**src/rtl/collision_pkg.sv**
```systemverilog
// Shared types and helpers for the billiard collision arbiter.
// Ball IDs, wall classification and the ball-pair indexing used by the seen bitmap.
package collision_pkg;

    localparam int unsigned DEFAULT_NUM_BALLS = 16;
    localparam int unsigned ID_W              = $clog2(DEFAULT_NUM_BALLS);

    typedef logic [ID_W-1:0] ball_id_t;

    typedef enum logic [1:0] {
        WALL_NONE   = 2'd0,
        WALL_VERT   = 2'd1,
        WALL_HORZ   = 2'd2,
        WALL_CORNER = 2'd3
    } wall_t;

    typedef struct packed {
        ball_id_t a;
        ball_id_t b;
    } pair_t;

    // Dense triangular index of pair (a,b), a<b, among n balls: 0 .. n*(n-1)/2-1.
    function automatic int unsigned pair_index(int unsigned a, int unsigned b, int unsigned n);
        return (a * (2 * n - a - 1)) / 2 + (b - a - 1);
    endfunction

endpackage

```
**src/rtl/pair_fifo.sv**
```systemverilog
// Synchronous FIFO for ball-ball pairs; push and pop in the same cycle both succeed even when full.
// The head output holds its last value while the FIFO is empty.
module pair_fifo #(
    parameter int unsigned WIDTH = 8,
    parameter int unsigned DEPTH = 8,
    localparam int unsigned AW   = $clog2(DEPTH)
) (
    input  logic             clk,
    input  logic             resetN,
    input  logic             flush,
    input  logic             push,
    input  logic [WIDTH-1:0] din,
    input  logic             pop,
    output logic [WIDTH-1:0] dout,
    output logic             full,
    output logic             empty
);

    logic [WIDTH-1:0] mem_q [DEPTH];
    logic [AW-1:0]    wr_q, rd_q;
    logic [AW:0]      cnt_q;
    logic [WIDTH-1:0] last_q;
    logic             do_push, do_pop;

    assign empty   = (cnt_q == '0);
    assign full    = (cnt_q == (AW+1)'(DEPTH));
    assign do_pop  = pop && !empty;
    assign do_push = push && (!full || do_pop);
    assign dout    = empty ? last_q : mem_q[rd_q];

    always_ff @(posedge clk or negedge resetN) begin
        if (!resetN) begin
            for (int i = 0; i < int'(DEPTH); i++) mem_q[i] <= '0;
            wr_q   <= '0;
            rd_q   <= '0;
            cnt_q  <= '0;
            last_q <= '0;
        end else begin
            last_q <= dout;
            if (flush) begin
                wr_q  <= '0;
                rd_q  <= '0;
                cnt_q <= '0;
            end else begin
                if (do_push) begin
                    mem_q[wr_q] <= din;
                    wr_q        <= wr_q + 1'b1;
                end
                if (do_pop) rd_q <= rd_q + 1'b1;
                case ({do_push, do_pop})
                    2'b10:   cnt_q <= cnt_q + 1'b1;
                    2'b01:   cnt_q <= cnt_q - 1'b1;
                    default: cnt_q <= cnt_q;
                endcase
            end
        end
    end

endmodule

```
**src/rtl/collision_arbiter.sv**
```systemverilog
// Per-pixel collision detector and event arbiter: ball-ball pair queue, per-frame wall
// hits and pocket tracking, decided one register stage after the raster inputs.
module collision_arbiter
    import collision_pkg::*;
#(
    parameter int unsigned NUM_BALLS  = DEFAULT_NUM_BALLS,
    parameter int unsigned FIFO_DEPTH = 8,
    parameter int unsigned HOLE_ID_W  = 3,
    localparam int unsigned BALL_ID_W = $clog2(NUM_BALLS)
) (
    input  logic                   clk,
    input  logic                   resetN,
    input  logic                   startOfFrame,
    input  logic                   new_game,
    input  logic [NUM_BALLS-1:0]   balls_dr,
    input  logic [1:0]             table_dr,
    input  logic                   hole_dr,
    input  logic [HOLE_ID_W-1:0]   hole_id,
    output logic                   pair_valid,
    input  logic                   pair_ready,
    output logic [BALL_ID_W-1:0]   pair_id_a,
    output logic [BALL_ID_W-1:0]   pair_id_b,
    output logic                   pair_overflow,
    output logic [NUM_BALLS-1:0]   wall_pulse,
    output logic [2*NUM_BALLS-1:0] wall_side,
    output logic [NUM_BALLS-1:0]   balls_in_game,
    output logic                   pocket_valid,
    output logic [BALL_ID_W-1:0]   pocket_ball,
    output logic [HOLE_ID_W-1:0]   pocket_hole,
    output logic                   collision
);

    localparam int unsigned NUM_PAIRS = NUM_BALLS * (NUM_BALLS - 1) / 2;
    localparam int unsigned K_W       = (NUM_PAIRS > 1) ? $clog2(NUM_PAIRS) : 1;
    localparam int unsigned PAIR_W    = 2 * BALL_ID_W;

    logic [NUM_BALLS-1:0]   act_now, act_q, act2, rest, hit;
    wall_t                  table_q;
    logic                   hole_q;
    logic [HOLE_ID_W-1:0]   hole_id_q;

    logic [NUM_BALLS-1:0]   bin_q, bin_d, acc_q, acc_d, acc_base, pulse_q, pulse_d;
    logic [2*NUM_BALLS-1:0] side_q, side_d, side_base, wside_q, wside_d;
    logic [NUM_PAIRS-1:0]   seen_q, seen_d, seen_base;
    logic                   ovf_q, ovf_d, pv_q, pv_d;
    logic [BALL_ID_W-1:0]   pball_q, pball_d, id_a, id_b;
    logic [HOLE_ID_W-1:0]   phole_q, phole_d;
    logic [K_W-1:0]         k;
    logic                   two_plus, push, pop, drop, pocket, fifo_full, fifo_empty;
    logic [PAIR_W-1:0]      fifo_dout;

    assign act_now   = balls_dr & bin_q;
    assign collision = ((act_now & (act_now - 1'b1)) != '0) ||
                       ((act_now != '0) && ((table_dr != 2'd0) || hole_dr));

    // Re-mask in S2 so a ball pocketed on the previous pixel cannot fire again.
    assign act2 = act_q & bin_q;

    always_comb begin
        id_a = '0;
        id_b = '0;
        for (int i = NUM_BALLS - 1; i >= 0; i--) if (act2[i]) id_a = BALL_ID_W'(i);
        rest       = act2;
        rest[id_a] = 1'b0;
        for (int i = NUM_BALLS - 1; i >= 0; i--) if (rest[i]) id_b = BALL_ID_W'(i);
        two_plus = (rest != '0);
        k        = K_W'(pair_index(32'(id_a), 32'(id_b), NUM_BALLS));
    end

    assign pop = pair_valid && pair_ready;

    always_comb begin
        seen_base = startOfFrame ? '0 : seen_q;
        acc_base  = startOfFrame ? '0 : acc_q;
        side_base = startOfFrame ? '0 : side_q;

        push   = two_plus && !seen_base[k] && !new_game;
        drop   = push && fifo_full && !pop;
        seen_d = seen_base;
        if (two_plus) seen_d[k] = 1'b1;
        ovf_d  = ((startOfFrame ? 1'b0 : ovf_q) | drop);

        hit    = (table_q != WALL_NONE) ? act2 : '0;
        acc_d  = acc_base | hit;
        side_d = side_base;
        for (int i = 0; i < int'(NUM_BALLS); i++)
            if (hit[i] && !acc_base[i]) side_d[2*i +: 2] = table_q;

        pulse_d = (startOfFrame && !new_game) ? acc_q : '0;
        wside_d = (startOfFrame && !new_game) ? side_q : wside_q;

        pocket  = hole_q && (act2 != '0) && !new_game;
        bin_d   = bin_q;
        if (pocket) bin_d[id_a] = 1'b0;
        pv_d    = pocket;
        pball_d = pocket ? id_a : pball_q;
        phole_d = pocket ? hole_id_q : phole_q;

        if (new_game) begin
            bin_d  = '1;
            seen_d = '0;
            acc_d  = '0;
            side_d = '0;
            ovf_d  = 1'b0;
        end
    end

    always_ff @(posedge clk or negedge resetN) begin
        if (!resetN) begin
            act_q     <= '0;
            table_q   <= WALL_NONE;
            hole_q    <= 1'b0;
            hole_id_q <= '0;
            bin_q     <= '1;
            seen_q    <= '0;
            ovf_q     <= 1'b0;
            acc_q     <= '0;
            side_q    <= '0;
            pulse_q   <= '0;
            wside_q   <= '0;
            pv_q      <= 1'b0;
            pball_q   <= '0;
            phole_q   <= '0;
        end else begin
            act_q     <= act_now;
            table_q   <= wall_t'(table_dr);
            hole_q    <= hole_dr;
            hole_id_q <= hole_id;
            bin_q     <= bin_d;
            seen_q    <= seen_d;
            ovf_q     <= ovf_d;
            acc_q     <= acc_d;
            side_q    <= side_d;
            pulse_q   <= pulse_d;
            wside_q   <= wside_d;
            pv_q      <= pv_d;
            pball_q   <= pball_d;
            phole_q   <= phole_d;
        end
    end

    pair_fifo #(
        .WIDTH (PAIR_W),
        .DEPTH (FIFO_DEPTH)
    ) u_pair_fifo (
        .clk    (clk),
        .resetN (resetN),
        .flush  (new_game),
        .push   (push),
        .din    ({id_a, id_b}),
        .pop    (pop),
        .dout   (fifo_dout),
        .full   (fifo_full),
        .empty  (fifo_empty)
    );

    assign pair_valid    = !fifo_empty;
    assign pair_id_a     = fifo_dout[PAIR_W-1:BALL_ID_W];
    assign pair_id_b     = fifo_dout[BALL_ID_W-1:0];
    assign pair_overflow = ovf_q;
    assign wall_pulse    = pulse_q;
    assign wall_side     = wside_q;
    assign balls_in_game = bin_q;
    assign pocket_valid  = pv_q;
    assign pocket_ball   = pball_q;
    assign pocket_hole   = phole_q;

endmodule
```
**config.mk**
```make
export PLATFORM = sky130hd
export DESIGN_NAME = collision_arbiter
export DESIGN_NICKNAME = d
export VERILOG_FILES = /design/src/rtl/collision_pkg.sv /design/src/rtl/pair_fifo.sv /design/src/rtl/collision_arbiter.sv
export SDC_FILE = /design/constraint.sdc
export NUM_CORES = 1
export LEC_CHECK = 0
export BUFFER_PORTS_ARGS = -buffer_cell sky130_fd_sc_hd__buf_2
export CAP_MARGIN = 20
export CORE_ASPECT_RATIO = 0.8
export CORE_UTILIZATION = 48
export CTS_BUF_LIST = sky130_fd_sc_hd__clkbuf_4
export CTS_CLUSTER_DIAMETER = 40
export DETAILED_ROUTE_END_ITERATION = 7
export PLACE_DENSITY_LB_ADDON = 0.25
export SYNTH_ARGS = -nofsm -noshare
export SYNTH_HDL_FRONTEND = slang
export SYNTH_SLANG_ARGS = --single-unit
```
**constraint.sdc**
```tcl
create_clock -name clk -period 14.3 [get_ports clk]
set_input_delay 2.145 -clock clk [delete_from_list [all_inputs] [get_ports clk]]
set_output_delay 2.145 -clock clk [all_outputs]
set_load 0.01 [all_outputs]
```
==> impl_metrics.json <==
{
  "status": "finished clean",
  "worst_r2r_path_depth": 33,
  "wl_um": 43600,
  "period_share": 0.697,
  "slowest_delay_ns": 0.81,
  "die_h_um": 173,
  "grt_max_degree": 137,
  "hp-class": "reg2reg",
  "clockBufferDepth": 3,
  "critPathSlowestCell": "xnor2_2",
  "area_growth_syn_to_layout_pct": 12.6,
  "finalSetupTns_ns": 0,
  "crit_fanout": 20,
  "rows": 62,
  "antenna_found_initial": 2,
  "final_cell_mix": "dfrtp_1 (329), nand2_1 (235), a21oi_1 (168), nor2_1 (168), nor2b_1 (142)",
  "routabilityCongestion": 0.890,
  "clock_latency_ns": 0.81,
  "drc": 0,
  "start_kind": "flip-flop",
  "htree_levels": 3,
  "syn-cell-area_sq_um": 17500,
  "ant_nets": 0,
  "synth-edff-count": 0,
  "grt_remaining_overflow": 0,
  "start_util": 0.488,
  "nFillCells": 3210,
  "tritoncts": "yes",
  "hp-start": "hole_id_q[0]",
  "dieArea_sq_um": 37300,
  "hold_end": "pocket_hole[0]",
  "cp.arrival_ns": 10.65,
  "met1_length_um": 20900,
  "top_layer_used": "met4",
  "wl_met3_um": 2620,
  "finalSetupViolCount": 0,
  "yosysSeqAreaShare": 0.493,
  "synth_cells": 1739,
  "ys_types": 76,
  "final-hold-violation-count": 0,
  "place.port_buffers": 109,
  "crit_required_ns": 14.98,
  "drive_gt1_frac": 0.223,
  "hold_path_depth": 2,
  "synth_seq_cells": 345,
  "cts-root-buf": "clkbuf_4",
  "fin_nets": 1931,
  "layout_min_cycle_time_ns": 9.96,
  "cts_hold_buf": 0,
  "reg2reg_to": "u_pair_fifo.cnt_q[3]",
  "ys_async_sr_fraction": 1.00,
  "vias_per_cell": 5.53,
  "hpwl_um": 27400,
  "cts_sinks": 345,
  "grt_util_all_layers": 0.240,
  "drt_iter0_drc": 1179,
  "finClkSkew_ns": 0.0525,
  "peakVddDrop_mv": 0.338,
  "layout_commonest_cell": "dfrtp_1",
  "finalPower_mw": 4.70,
  "post_cts_buffers": 0,
  "fp.dieW_um": 216,
  "ys.flop_type": "dfrtp_1",
  "end_kind": "flip-flop",
  "worst_pin_slew_ns": 1.10,
  "maxSlewViolCount": 0,
  "coreArea_sq_um": 35900,
  "rsz0062_at_grt": "no",
  "numCtsBuffers": 89,
  "grt_pass1_vias": 13200,
  "ff2ff_setup_slack_ns": 4.34,
  "cts.reportedPaths.clkPinSlew_ns": 0.07,
  "synth_warnings": 0,
  "met2_length_um": 19500,
  "cellLeakagePower_nw": 9.35,
  "via_count": 13400,
  "powerDensity_nw_per_um2": 238,
  "drt-wirelength-per-cell_um": 18.1,
  "syn_avg_cell_area_sq_um": 10.1,
  "r2r-start": "balls_in_game[14]",
  "fin_hold_ws_ns": 0.421,
  "critPathKind": "reg2reg",
  "grt_pass1_wl_um": 71600,
  "pre_cts_slack_ns": 4.45,
  "drtPass1Iterations": 5,
  "fmaxAchievable_mhz": 100,
  "setup_ws_ns": 4.34,
  "drv_cap": 0,
  "cts-resized-gates": 0,
  "num_io_pins": 110,
  "relSlewSlack": 0.269
}
## layout make-up
type	count	area [sq um]	share of cell area
diodes	5	12.5	0.000633
clock buffers	134	1010	0.0509
clock inverters	28	180	0.00912
inverters	48	180	0.00912
multi-input cells	1247	8340	0.422
flip-flops and latches	345	8650	0.438
well taps	480	601	0.0304
repair buffers	129	776	0.0393
## logic make-up after synthesis
kind of cell               synth area share
adders and majority gates            0.0367
DFF                                   0.493
AOI/OAI and AO/OA                    0.0962
xor gates and xnor gates             0.0147
and+or+nand+nor                       0.202
muxes                                 0.123
buffers and inverters                0.0340
other                              0.000428
## state kept, by name (all words and copies together), names as in the netlist, 2 cells and up
register and count:
balls_in_game 16, u_pair_fifo.cnt_q 4, hole_id_q 3, table_q 2, acc_q 16, act_q 16
seen_q 120, u_pair_fifo.last_q 8, pocket_ball 4, u_pair_fifo.rd_q 3, u_pair_fifo.wr_q 3, side_q 32
pocket_hole 3, wall_side 32, wall_pulse 16, u_pair_fifo.mem_q 64
## Yosys cell counts (all sizes together) (29+ instances only)
| cell | n | area (sq um) |
|---|---|---|
| dfrtp | 329 | 8230 |
| inv | 48 | 180 |
| nor2b | 143 | 895 |
| clkbuf | 76 | 285 |
| nor2 | 177 | 669 |
| mux4 | 32 | 721 |
| nand2 | 235 | 882 |
| ha | 33 | 413 |
| nand3 | 38 | 195 |
| mux2 | 75 | 845 |
| o21ai | 29 | 145 |
| a21oi | 168 | 841 |
| nand2b | 33 | 206 |
| mux2i | 58 | 584 |
## power breakdown
group | internal, mW | switching [mW] | leakage (nW)
Combinational | 0.849 | 1.74 | 4.03
Clock | 0.467 | 0.411 | 0.700
Sequential | 1.13 | 0.0985 | 4.62
Total | 2.45 | 2.25 | 9.35
## worst max path at each step
stage | from | end | slack [ns]
after global routing | balls_in_game[14] | u_pair_fifo.cnt_q[3] | 3.50
after floorplan | balls_in_game[14] | u_pair_fifo.cnt_q[3] | 6.10
final | balls_in_game[14] | u_pair_fifo.cnt_q[3] | 4.34
after global placement | balls_in_game[14] | u_pair_fifo.cnt_q[3] | 4.86
after detailed placement | balls_in_game[14] | u_pair_fifo.cnt_q[3] | 4.45
after CTS | balls_in_game[14] | u_pair_fifo.cnt_q[3] | 4.39
## critical path: cells and delay by family (launching register included)
family	cells	cell delay [ns]
compound gates	15	3.11
xor+xnor	3	1.28
buf+inv	2	0.46
simple gates	7	1.82
mux	2	0.82
fa+ha+maj	4	1.78
flops	1	0.57
## metrics by stage
stage / std cells / instance area [sq um] / utilization
3_5_place_dp: 2246 / 18500 / 0.515
5_1_grt: 2414 / 19700 / 0.550
6_report: 2416 / 19800 / 0.550
4_1_cts: 2408 / 19700 / 0.548
3_3_place_gp: 2244 / 18500 / 0.514
2_1_floorplan: 1740 / 17500 / -
## per-layer routing
metal,vias to the layer above,GRT usage
met5,-,0
met4,0,0.0635
met3,59,0.0471
met2,445,0.351
met1,6646,0.363
li1,6211,-
Note: power is estimated with default switching activity, not from simulation.
